--- src/rtl/dmem_arbiter_if.sv ---
// Requester and data-memory signal bundle for dmem_arbiter.
// The arbiter takes the slave view; the requesters and memory model take the master view.
interface dmem_arbiter_if #(
   parameter int unsigned ADDR_W = 32,
   parameter int unsigned DATA_W = 32
);
   logic              req0;
   logic              we0;
   logic [ADDR_W-1:0] addr0;
   logic [DATA_W-1:0] wdata0;
   logic              ack0;
   logic              err0;
   logic [DATA_W-1:0] rdata0;
   logic              stall0;

   logic              req1;
   logic              we1;
   logic [ADDR_W-1:0] addr1;
   logic [DATA_W-1:0] wdata1;
   logic              ack1;
   logic              err1;
   logic [DATA_W-1:0] rdata1;

   logic              mem_read;
   logic              mem_write;
   logic [ADDR_W-1:0] mem_addr;
   logic [DATA_W-1:0] mem_wdata;
   logic [DATA_W-1:0] mem_rdata;

   logic              busy;
   logic              gnt_id;

   modport slave (
      input  req0, we0, addr0, wdata0,
      input  req1, we1, addr1, wdata1,
      input  mem_rdata,
      output ack0, err0, rdata0, stall0,
      output ack1, err1, rdata1,
      output mem_read, mem_write, mem_addr, mem_wdata,
      output busy, gnt_id
   );

   modport master (
      output req0, we0, addr0, wdata0,
      output req1, we1, addr1, wdata1,
      output mem_rdata,
      input  ack0, err0, rdata0, stall0,
      input  ack1, err1, rdata1,
      input  mem_read, mem_write, mem_addr, mem_wdata,
      input  busy, gnt_id
   );
endinterface

--- src/rtl/dmem_arbiter.sv ---
// Two-port round-robin arbiter for a single-ported data memory.
// Each transaction runs IDLE -> ISSUE -> DONE; ack pulses in DONE.
module dmem_arbiter #(
   parameter int unsigned ADDR_W = 32,
   parameter int unsigned DATA_W = 32
) (
   input  logic           clk,
   input  logic           reset,
   dmem_arbiter_if.slave  bus
);

   typedef enum logic [1:0] {
      IDLE  = 2'd0,
      ISSUE = 2'd1,
      DONE  = 2'd2
   } state_t;

   state_t            state_q,     state_d;
   logic              last_gnt_q,  last_gnt_d;
   logic              gnt_id_q,    gnt_id_d;
   logic              mis_q,       mis_d;
   logic              busy_q,      busy_d;
   logic              mem_read_q,  mem_read_d;
   logic              mem_write_q, mem_write_d;
   logic [ADDR_W-1:0] mem_addr_q,  mem_addr_d;
   logic [DATA_W-1:0] mem_wdata_q, mem_wdata_d;
   logic [1:0]        ack_q,       ack_d;
   logic [1:0]        err_q,       err_d;
   logic [DATA_W-1:0] rdata0_q,    rdata0_d;
   logic [DATA_W-1:0] rdata1_q,    rdata1_d;

   logic              win;
   logic              win_we;
   logic [ADDR_W-1:0] win_addr;
   logic [DATA_W-1:0] win_wdata;
   logic              win_mis;

   // Winner selection: a lone request wins; a tie goes to the port not served last.
   always_comb begin
      win       = 1'b0;
      win_we    = 1'b0;
      win_addr  = '0;
      win_wdata = '0;
      if (bus.req0 && bus.req1) begin
         win = ~last_gnt_q;
      end else begin
         win = bus.req1;
      end
      if (win) begin
         win_we    = bus.we1;
         win_addr  = bus.addr1;
         win_wdata = bus.wdata1;
      end else begin
         win_we    = bus.we0;
         win_addr  = bus.addr0;
         win_wdata = bus.wdata0;
      end
      win_mis = |win_addr[1:0];
   end

   // Next-state and next-output logic; memory strobes are pre-computed so they are flops in ISSUE.
   always_comb begin
      state_d     = state_q;
      last_gnt_d  = last_gnt_q;
      gnt_id_d    = gnt_id_q;
      mis_d       = mis_q;
      mem_read_d  = 1'b0;
      mem_write_d = 1'b0;
      mem_addr_d  = '0;
      mem_wdata_d = '0;
      ack_d       = 2'b00;
      err_d       = 2'b00;
      rdata0_d    = rdata0_q;
      rdata1_d    = rdata1_q;

      case (state_q)
         IDLE: begin
            if (bus.req0 || bus.req1) begin
               state_d     = ISSUE;
               gnt_id_d    = win;
               last_gnt_d  = win;
               mis_d       = win_mis;
               mem_read_d  = ~win_we & ~win_mis;
               mem_write_d = win_we & ~win_mis;
               mem_addr_d  = win_addr;
               mem_wdata_d = win_wdata;
            end
         end
         ISSUE: begin
            state_d           = DONE;
            ack_d[gnt_id_q]   = 1'b1;
            err_d[gnt_id_q]   = mis_q;
            if (mem_read_q) begin
               if (gnt_id_q) begin
                  rdata1_d = bus.mem_rdata;
               end else begin
                  rdata0_d = bus.mem_rdata;
               end
            end
         end
         DONE: begin
            state_d = IDLE;
         end
         default: begin
            state_d = IDLE;
         end
      endcase

      busy_d = (state_d != IDLE);
   end

   // Reset clears every output flop at once so a pending write strobe never reaches an edge.
   always_ff @(posedge clk or negedge reset) begin
      if (!reset) begin
         state_q     <= IDLE;
         last_gnt_q  <= 1'b1;
         gnt_id_q    <= 1'b0;
         mis_q       <= 1'b0;
         busy_q      <= 1'b0;
         mem_read_q  <= 1'b0;
         mem_write_q <= 1'b0;
         mem_addr_q  <= '0;
         mem_wdata_q <= '0;
         ack_q       <= 2'b00;
         err_q       <= 2'b00;
         rdata0_q    <= '0;
         rdata1_q    <= '0;
      end else begin
         state_q     <= state_d;
         last_gnt_q  <= last_gnt_d;
         gnt_id_q    <= gnt_id_d;
         mis_q       <= mis_d;
         busy_q      <= busy_d;
         mem_read_q  <= mem_read_d;
         mem_write_q <= mem_write_d;
         mem_addr_q  <= mem_addr_d;
         mem_wdata_q <= mem_wdata_d;
         ack_q       <= ack_d;
         err_q       <= err_d;
         rdata0_q    <= rdata0_d;
         rdata1_q    <= rdata1_d;
      end
   end

   assign bus.ack0      = ack_q[0];
   assign bus.ack1      = ack_q[1];
   assign bus.err0      = err_q[0];
   assign bus.err1      = err_q[1];
   assign bus.rdata0    = rdata0_q;
   assign bus.rdata1    = rdata1_q;
   assign bus.mem_read  = mem_read_q;
   assign bus.mem_write = mem_write_q;
   assign bus.mem_addr  = mem_addr_q;
   assign bus.mem_wdata = mem_wdata_q;
   assign bus.busy      = busy_q;
   assign bus.gnt_id    = gnt_id_q;

   // Core stall follows the live request; forced low while reset is asserted.
   assign bus.stall0    = reset & bus.req0 & ~ack_q[0];

endmodule

--- src/flat_wrapper.sv ---
// flat-port wrapper written by rule: the top's interface ports become plain ports
module dmem_arbiter_flat 
#(
   parameter int unsigned ADDR_W = 32,
   parameter int unsigned DATA_W = 32
)
  (clk, reset, bus_req0, bus_we0, bus_addr0, bus_wdata0, bus_req1, bus_we1, bus_addr1, bus_wdata1, bus_mem_rdata, bus_ack0, bus_err0, bus_rdata0, bus_stall0, bus_ack1, bus_err1, bus_rdata1, bus_mem_read, bus_mem_write, bus_mem_addr, bus_mem_wdata, bus_busy, bus_gnt_id);
  dmem_arbiter_if #(.ADDR_W(ADDR_W), .DATA_W(DATA_W)) bus_i ();
  input  logic clk;
  input  logic reset;
  input wire logic [$bits(bus_i.req0)-1:0] bus_req0;
  input wire logic [$bits(bus_i.we0)-1:0] bus_we0;
  input wire logic [$bits(bus_i.addr0)-1:0] bus_addr0;
  input wire logic [$bits(bus_i.wdata0)-1:0] bus_wdata0;
  input wire logic [$bits(bus_i.req1)-1:0] bus_req1;
  input wire logic [$bits(bus_i.we1)-1:0] bus_we1;
  input wire logic [$bits(bus_i.addr1)-1:0] bus_addr1;
  input wire logic [$bits(bus_i.wdata1)-1:0] bus_wdata1;
  input wire logic [$bits(bus_i.mem_rdata)-1:0] bus_mem_rdata;
  output wire logic [$bits(bus_i.ack0)-1:0] bus_ack0;
  output wire logic [$bits(bus_i.err0)-1:0] bus_err0;
  output wire logic [$bits(bus_i.rdata0)-1:0] bus_rdata0;
  output wire logic [$bits(bus_i.stall0)-1:0] bus_stall0;
  output wire logic [$bits(bus_i.ack1)-1:0] bus_ack1;
  output wire logic [$bits(bus_i.err1)-1:0] bus_err1;
  output wire logic [$bits(bus_i.rdata1)-1:0] bus_rdata1;
  output wire logic [$bits(bus_i.mem_read)-1:0] bus_mem_read;
  output wire logic [$bits(bus_i.mem_write)-1:0] bus_mem_write;
  output wire logic [$bits(bus_i.mem_addr)-1:0] bus_mem_addr;
  output wire logic [$bits(bus_i.mem_wdata)-1:0] bus_mem_wdata;
  output wire logic [$bits(bus_i.busy)-1:0] bus_busy;
  output wire logic [$bits(bus_i.gnt_id)-1:0] bus_gnt_id;
  assign bus_i.req0 = bus_req0;
  assign bus_i.we0 = bus_we0;
  assign bus_i.addr0 = bus_addr0;
  assign bus_i.wdata0 = bus_wdata0;
  assign bus_i.req1 = bus_req1;
  assign bus_i.we1 = bus_we1;
  assign bus_i.addr1 = bus_addr1;
  assign bus_i.wdata1 = bus_wdata1;
  assign bus_i.mem_rdata = bus_mem_rdata;
  assign bus_ack0 = bus_i.ack0;
  assign bus_err0 = bus_i.err0;
  assign bus_rdata0 = bus_i.rdata0;
  assign bus_stall0 = bus_i.stall0;
  assign bus_ack1 = bus_i.ack1;
  assign bus_err1 = bus_i.err1;
  assign bus_rdata1 = bus_i.rdata1;
  assign bus_mem_read = bus_i.mem_read;
  assign bus_mem_write = bus_i.mem_write;
  assign bus_mem_addr = bus_i.mem_addr;
  assign bus_mem_wdata = bus_i.mem_wdata;
  assign bus_busy = bus_i.busy;
  assign bus_gnt_id = bus_i.gnt_id;
  dmem_arbiter #(.ADDR_W(ADDR_W), .DATA_W(DATA_W)) u_core (.clk(clk), .reset(reset), .bus(bus_i));
endmodule
--- config.mk ---
export PLATFORM = sky130hd
export DESIGN_NAME = dmem_arbiter_flat
export DESIGN_NICKNAME = d
export VERILOG_FILES = /design/src/rtl/dmem_arbiter_if.sv /design/src/rtl/dmem_arbiter.sv /design/src/flat_wrapper.sv
export SDC_FILE = /design/constraint.sdc
export NUM_CORES = 1
export LEC_CHECK = 0
export ABC_CLOCK_PERIOD_IN_PS = 3510
export CAP_MARGIN = 10
export CORE_MARGIN = 2
export CORE_UTILIZATION = 35
export DETAILED_ROUTE_END_ITERATION = 8
export GPL_ROUTABILITY_DRIVEN = 0
export PLACE_DENSITY = 0.85
export SYNTH_ARGS = -nofsm -noshare
export SYNTH_HDL_FRONTEND = slang
export SYNTH_SLANG_ARGS = --single-unit
--- constraint.sdc ---
create_clock -name clk -period 3.51 [get_ports clk]
set_input_delay 1.053 -clock clk [delete_from_list [all_inputs] [get_ports clk]]
set_output_delay 1.053 -clock clk [all_outputs]
set_load 0.02 [all_outputs]
# Word level (Yosys, flattened, before mapping)
# Cells that the tools add are included.
# Widths: inputs -> output; s select.
# word_totals
regBits	140
latch_bits	0
ramBits	0
romBits	0
in_bits	166
out_inout_bits	137
n_memories	0
# op_classes
addsub	0
mul	0
div_mod_pow	0
order_cmp	2
eq_ne	1
shifts	0
mux	18
bitwise_logic	10
reduce_logical	9
# ops
op	n
$mux 32	6
$mux 1	7
$mux 2	3
$reduce_and 3->1	2
$not 1->1	5
$and 1x1->1	4
$pmux 2 s2	1
$and 2x2->2	1
$eq 2x1->1 const B	1
$logic_and 1x1->1	2
$logic_not 2->1	1
$lt 1x2->1 const B	1
$reduce_and 2->1	1
$reduce_bool 2->1	1
$reduce_or 2->1	1
$demux 1 s1	1
$ge 1x1->1 const B	1
$logic_or 1x1->1	1

# Longest topological paths before layout
# logic_depth
depth_word	8
mapped_depth	5
ltp_nobuf	3

# Worst setup path before layout
# OpenSTA, ideal clock, no wires.
# synth_path
kind	input to output
startpoint	input port reset
endpoint	output port bus_stall0
arrival_time_ns	1.370
t_required_ns	2.457
slack_ns	1.087
path_stages	2
path_buffers	0
cell_sequence	nand2_1 > nor2_1
# synth_between
elab_chain_cells	2
# synth_lines
item	line_no	source
start, declared	flat_wrapper.sv:10	input logic reset;
$and 1x1->1 (2 in series)	dmem_arbiter.sv:159	assign bus.stall0 = reset & bus.req0 & ~ack_q[0];
end, declared	flat_wrapper.sv:23	output wire logic [$bits(bus_i.stall0)-1:0] bus_stall0;
# No other way between the ends.

# Worst setup path after layout
# layout_path
startpoint	input port bus_req0
endpoint	output port bus_stall0
# layout_between
elab_chain_cells	2
# layout_lines
item	line_no	source
start, declared	flat_wrapper.sv:11	input wire logic [$bits(bus_i.req0)-1:0] bus_req0;
$and 1x1->1 (2 in series)	dmem_arbiter.sv:159	
# No other way between the ends.

==> impl_table.tex <==
\begin{tabular}{lr}
\hline
Metric & Value \\
\hline
\multicolumn{2}{l}{\textbf{STA}} \\
Final TNS setup & 0 ns \\
Final slew viol count & 0 \\
Hold violation count in the final report & 0 \\
Final Cycle Share & 95.5\% \\
Total of endpoints with negative setup slack in the final report & 0 \\
Relative max-transition margin & 33.4\% \\
Actual slew at the worst max-slew pin & 0.999 ns \\
RSZ-0062 raised after global routing & no \\
Worst setup margin & 0.157 ns \\
Achievable Freq & 298 MHz \\
Worst setup skew after layout & 0.00743 ns \\
Minimum clock period after layout & 3.35 ns \\
\multicolumn{2}{l}{\textbf{Global route}} \\
Largest net degree at the start of global routing & 79 \\
All-Layer GR Usage & 18.9\% \\
Grt ovf & 0 \\
Number of antenna violations at the first check in global routing & 0 \\
Global-route wire length before repair & 24.1 mm \\
Vias in the first global route & 4529 \\
\multicolumn{2}{l}{\textbf{Floorplanning}} \\
Placeable core region & 0.0153 mm² \\
Number of top-level pins & 303 \\
Die area & 0.0168 mm² \\
Initial cell density of the core & 36.0\% \\
X dimension of the die & 129 µm \\
Vert. Die Dim & 129 µm \\
Row cnt & 45 \\
\multicolumn{2}{l}{\textbf{Logic synthesis}} \\
Asr flop ratio synth & 100\% \\
Ranking of synthesized cells by area & dfrtp\_1 (63\%), nand2\_1 (8.8\%), mux2\_4 (8.2\%) \\
Register bit count reported by yosys & 140 \\
Cell taking the most area after synthesis & dfrtp\_1 \\
Area share of the largest cell type after synthesis & 63.1\% \\
List of most frequent post-synthesis cells & dfrtp\_1 (139), nand2\_1 (129), a21oi\_1 (67) \\
Post-synthesis sequential area ratio & 63.6\% \\
Most instantiated flip-flop cell in the synthesis netlist & dfrtp\_1 \\
Post-synthesis net count & 618 \\
Yosys warning count & 0 \\
Count leader, synth & dfrtp\_1 \\
Synthesized instance count & 452 \\
Post-synth design cell area & 0.00551 mm² \\
Number of distinct library cells after synthesis & 27 \\
Number of synthesized flops with an enable pin & 0 \\
Post-synthesis area per instance & 12.2 µm² \\
\multicolumn{2}{l}{\textbf{Clock network}} \\
Cts bufs inserted & 17 \\
Clock Path Buffers & 2 \\
H-tree Lvls & 4 \\
Post-CTS setup buffer count & 0 \\
Post-cts gate resize count & 0 \\
Post-CTS clock slew at the launch and capture registers of the worst setup and hold paths & 0.05 ns \\
TritonCTS clock tree & yes \\
CTS root buf & clkbuf\_16 \\
Number of buffers added to fix hold violations after cts & 0 \\
Clk sink count & 140 \\
Later-pin clock latency in the skew report & 0.41 ns \\
\multicolumn{2}{l}{\textbf{Setup path}} \\
Dominant delay contributor by cell family on the critical path & buffers and inverters \\
Critical Path Most Common Cell & clkdlybuf4s50\_1 \\
Max stage delay on crit path & 0.60 ns \\
Required arrival time at the worst endpoint & 2.46 ns \\
Worst-path cell chain & clkdlybuf4s50\_1 > nand2\_1 > nor2\_1 > clkdlybuf4s50\_1 \\
Critical Path Sink Type & output port \\
Worst path slowest cell & clkdlybuf4s50\_1 \\
Worst-path maximum fanout & 2 \\
Type of the worst setup path & input port to output port \\
Crit path launch type & input port \\
Arrival time at the worst endpoint & 2.30 ns \\
CP Buf/Inv Count & 2 \\
\multicolumn{2}{l}{\textbf{Placement}} \\
Number of buffer cells added on primary ports & 302 \\
Pre-CTS setup slack & 0.150 ns \\
Final HPWL from detailed placement & 11.6 mm \\
\multicolumn{2}{l}{\textbf{Hold path}} \\
Classification of the worst-slack hold path & flip-flop to flip-flop \\
\multicolumn{2}{l}{\textbf{Pwr}} \\
Total power per unit cell area & 757 mW/mm² \\
IR drop worst, VDD & 367 µV \\
Leakage & 0.00405 µW \\
\multicolumn{2}{l}{\textbf{Cells and area}} \\
Area growth syn-to-layout & 68.2\% \\
Sequential cell area & 0.00350 mm² \\
N\_diodes & 0 \\
Count of fill cells added during filler insertion & 1235 \\
Layout net count & 921 \\
Share of layout cells above drive strength 1 & 14.8\% \\
Multi-input logic area & 0.00184 mm² \\
\multicolumn{2}{l}{\textbf{Status}} \\
Result of the run & complete, no violations \\
\multicolumn{2}{l}{\textbf{Detailed routing}} \\
Wire length after detailed routing & 15.9 mm \\
Post-detailed-route wirelength per cell & 16.2 µm \\
Remaining number of nets flagged by the antenna check after routing & 0 \\
Number of detailed-routing iterations run before antenna repair & 4 \\
Via density & 4.60 \\
DRC violation total after the first TritonRoute iteration & 188 \\
\# DRC & 0 \\
Number of vias after detailed routing & 4499 \\
\multicolumn{2}{l}{\textbf{Run}} \\
Number of violations of the max-capacitance limit & 0 \\
\hline
\end{tabular}
per-layer routing:
metal | up-vias | GRT usage [%] | part of all wire, %
met5 | - | 0 | 0
met1 | 2141 | 21.0 | 38
li1 | 2107 | - | -
met3 | 26 | 8.09 | 9.6
met2 | 225 | 32.2 | 50
met4 | 0 | 7.34 | 2.0
per-stage QoR:
| stage | cells | hold slack [ns] | util (%) | total power (µW) | area, µm² |
|---|---|---|---|---|---|
| after floorplan | 452 | 0.449 | - | 3850 | 5510 |
| after global placement | 947 | 0.461 | 56.9 | 5360 | 8710 |
| after detailed placement | 947 | 0.477 | 56.9 | 5410 | 8710 |
| after CTS | 979 | 0.484 | 60.5 | 7090 | 9260 |
| after global routing | 979 | 0.502 | 60.5 | 7380 | 9260 |
| final | 979 | 0.476 | 60.5 | 7010 | 9260 |
final timing paths:
check	start	endpoint	slack, ns	cells after the start
min in group asynchronous	reset	u_core.bus.rdata1[5]	0.81	2
hold / removal	u_core.state_q[1]	u_core.ack_q[0]	0.48	1
setup reg to reg	u_core.bus.gnt_id	u_core.bus.rdata0[11]	1.32	4
setup / recovery	bus_req0	bus_stall0	0.16	4
hold reg to reg	u_core.state_q[1]	u_core.ack_q[0]	0.48	1
max in group asynchronous	reset	u_core.bus.mem_addr[25]	1.17	3
worst reg2reg max path: stages (launching register included):
cell and delay (ns):
dfrtp_1 0.45, nor3b_2 0.24, and2_2 0.65, buf_4 0.41
mux2_4 0.34
flip-flops by register name, indices dropped and copies added (netlist names):
signal                count
u_core.bus.rdata1        32
u_core.state_q            2
u_core.bus.gnt_id         1
u_core.last_gnt_q         1
u_core.bus.rdata0        32
u_core.bus.mem_wdata     32
u_core.mis_q              1
u_core.bus.mem_addr      32
u_core.err_q              2
u_core.bus.mem_read       1
u_core.bus.busy           1
u_core.ack_q              2
u_core.bus.mem_write      1
cell type report:
type                       count  area share (%)
inverter                       1          0.0405
sequential                   140            37.8
multi-input combinational    283            19.8
clock inverter                12           0.945
clock buffer                  20            5.04
tap                          211            2.85
timing repair buffer         312            33.5
cell usage in the layout (no fill, tap or decap), types with 2 or more instances in the layout:
| cell type | n |
|---|---|
| clkdlybuf4s50_1 | 301 |
| dfrtp_1 | 139 |
| nand2_1 | 129 |
| a21oi_1 | 67 |
| mux2_2 | 33 |
| mux2_4 | 30 |
| clkbuf_16 | 17 |
| buf_4 | 10 |
| clkinvlp_4 | 5 |
| nor2_1 | 4 |
| clkbuf_8 | 3 |
| clkinv_2 | 3 |
| and2_1 | 2 |
| nand3_1 | 2 |
| nand3b_1 | 2 |
| mux2_1 | 2 |
| clkinv_4 | 2 |
| inv_6 | 2 |
cell families (layout without fill, tap and decap cells):
kind of cell           Yosys count  count (layout)  share of synthesized area [%]
AND/OR/NAND/NOR                145             145                           10.7
flip-flops                     140             140                           63.6
AO/OA/AOI/OAI                   72              72                           6.84
multiplexers                    66              66                           15.5
buffers and inverters           29             345                           3.38
where the power goes:
part	total, µW	switching [µW]	internal (µW)	leakage [µW]
Sequential	2420	253	2170	0.00180
Clock	1650	686	961	0.000261
Combinational	2940	1450	1490	0.00199
Note: power is estimated with default switching activity, not from simulation.
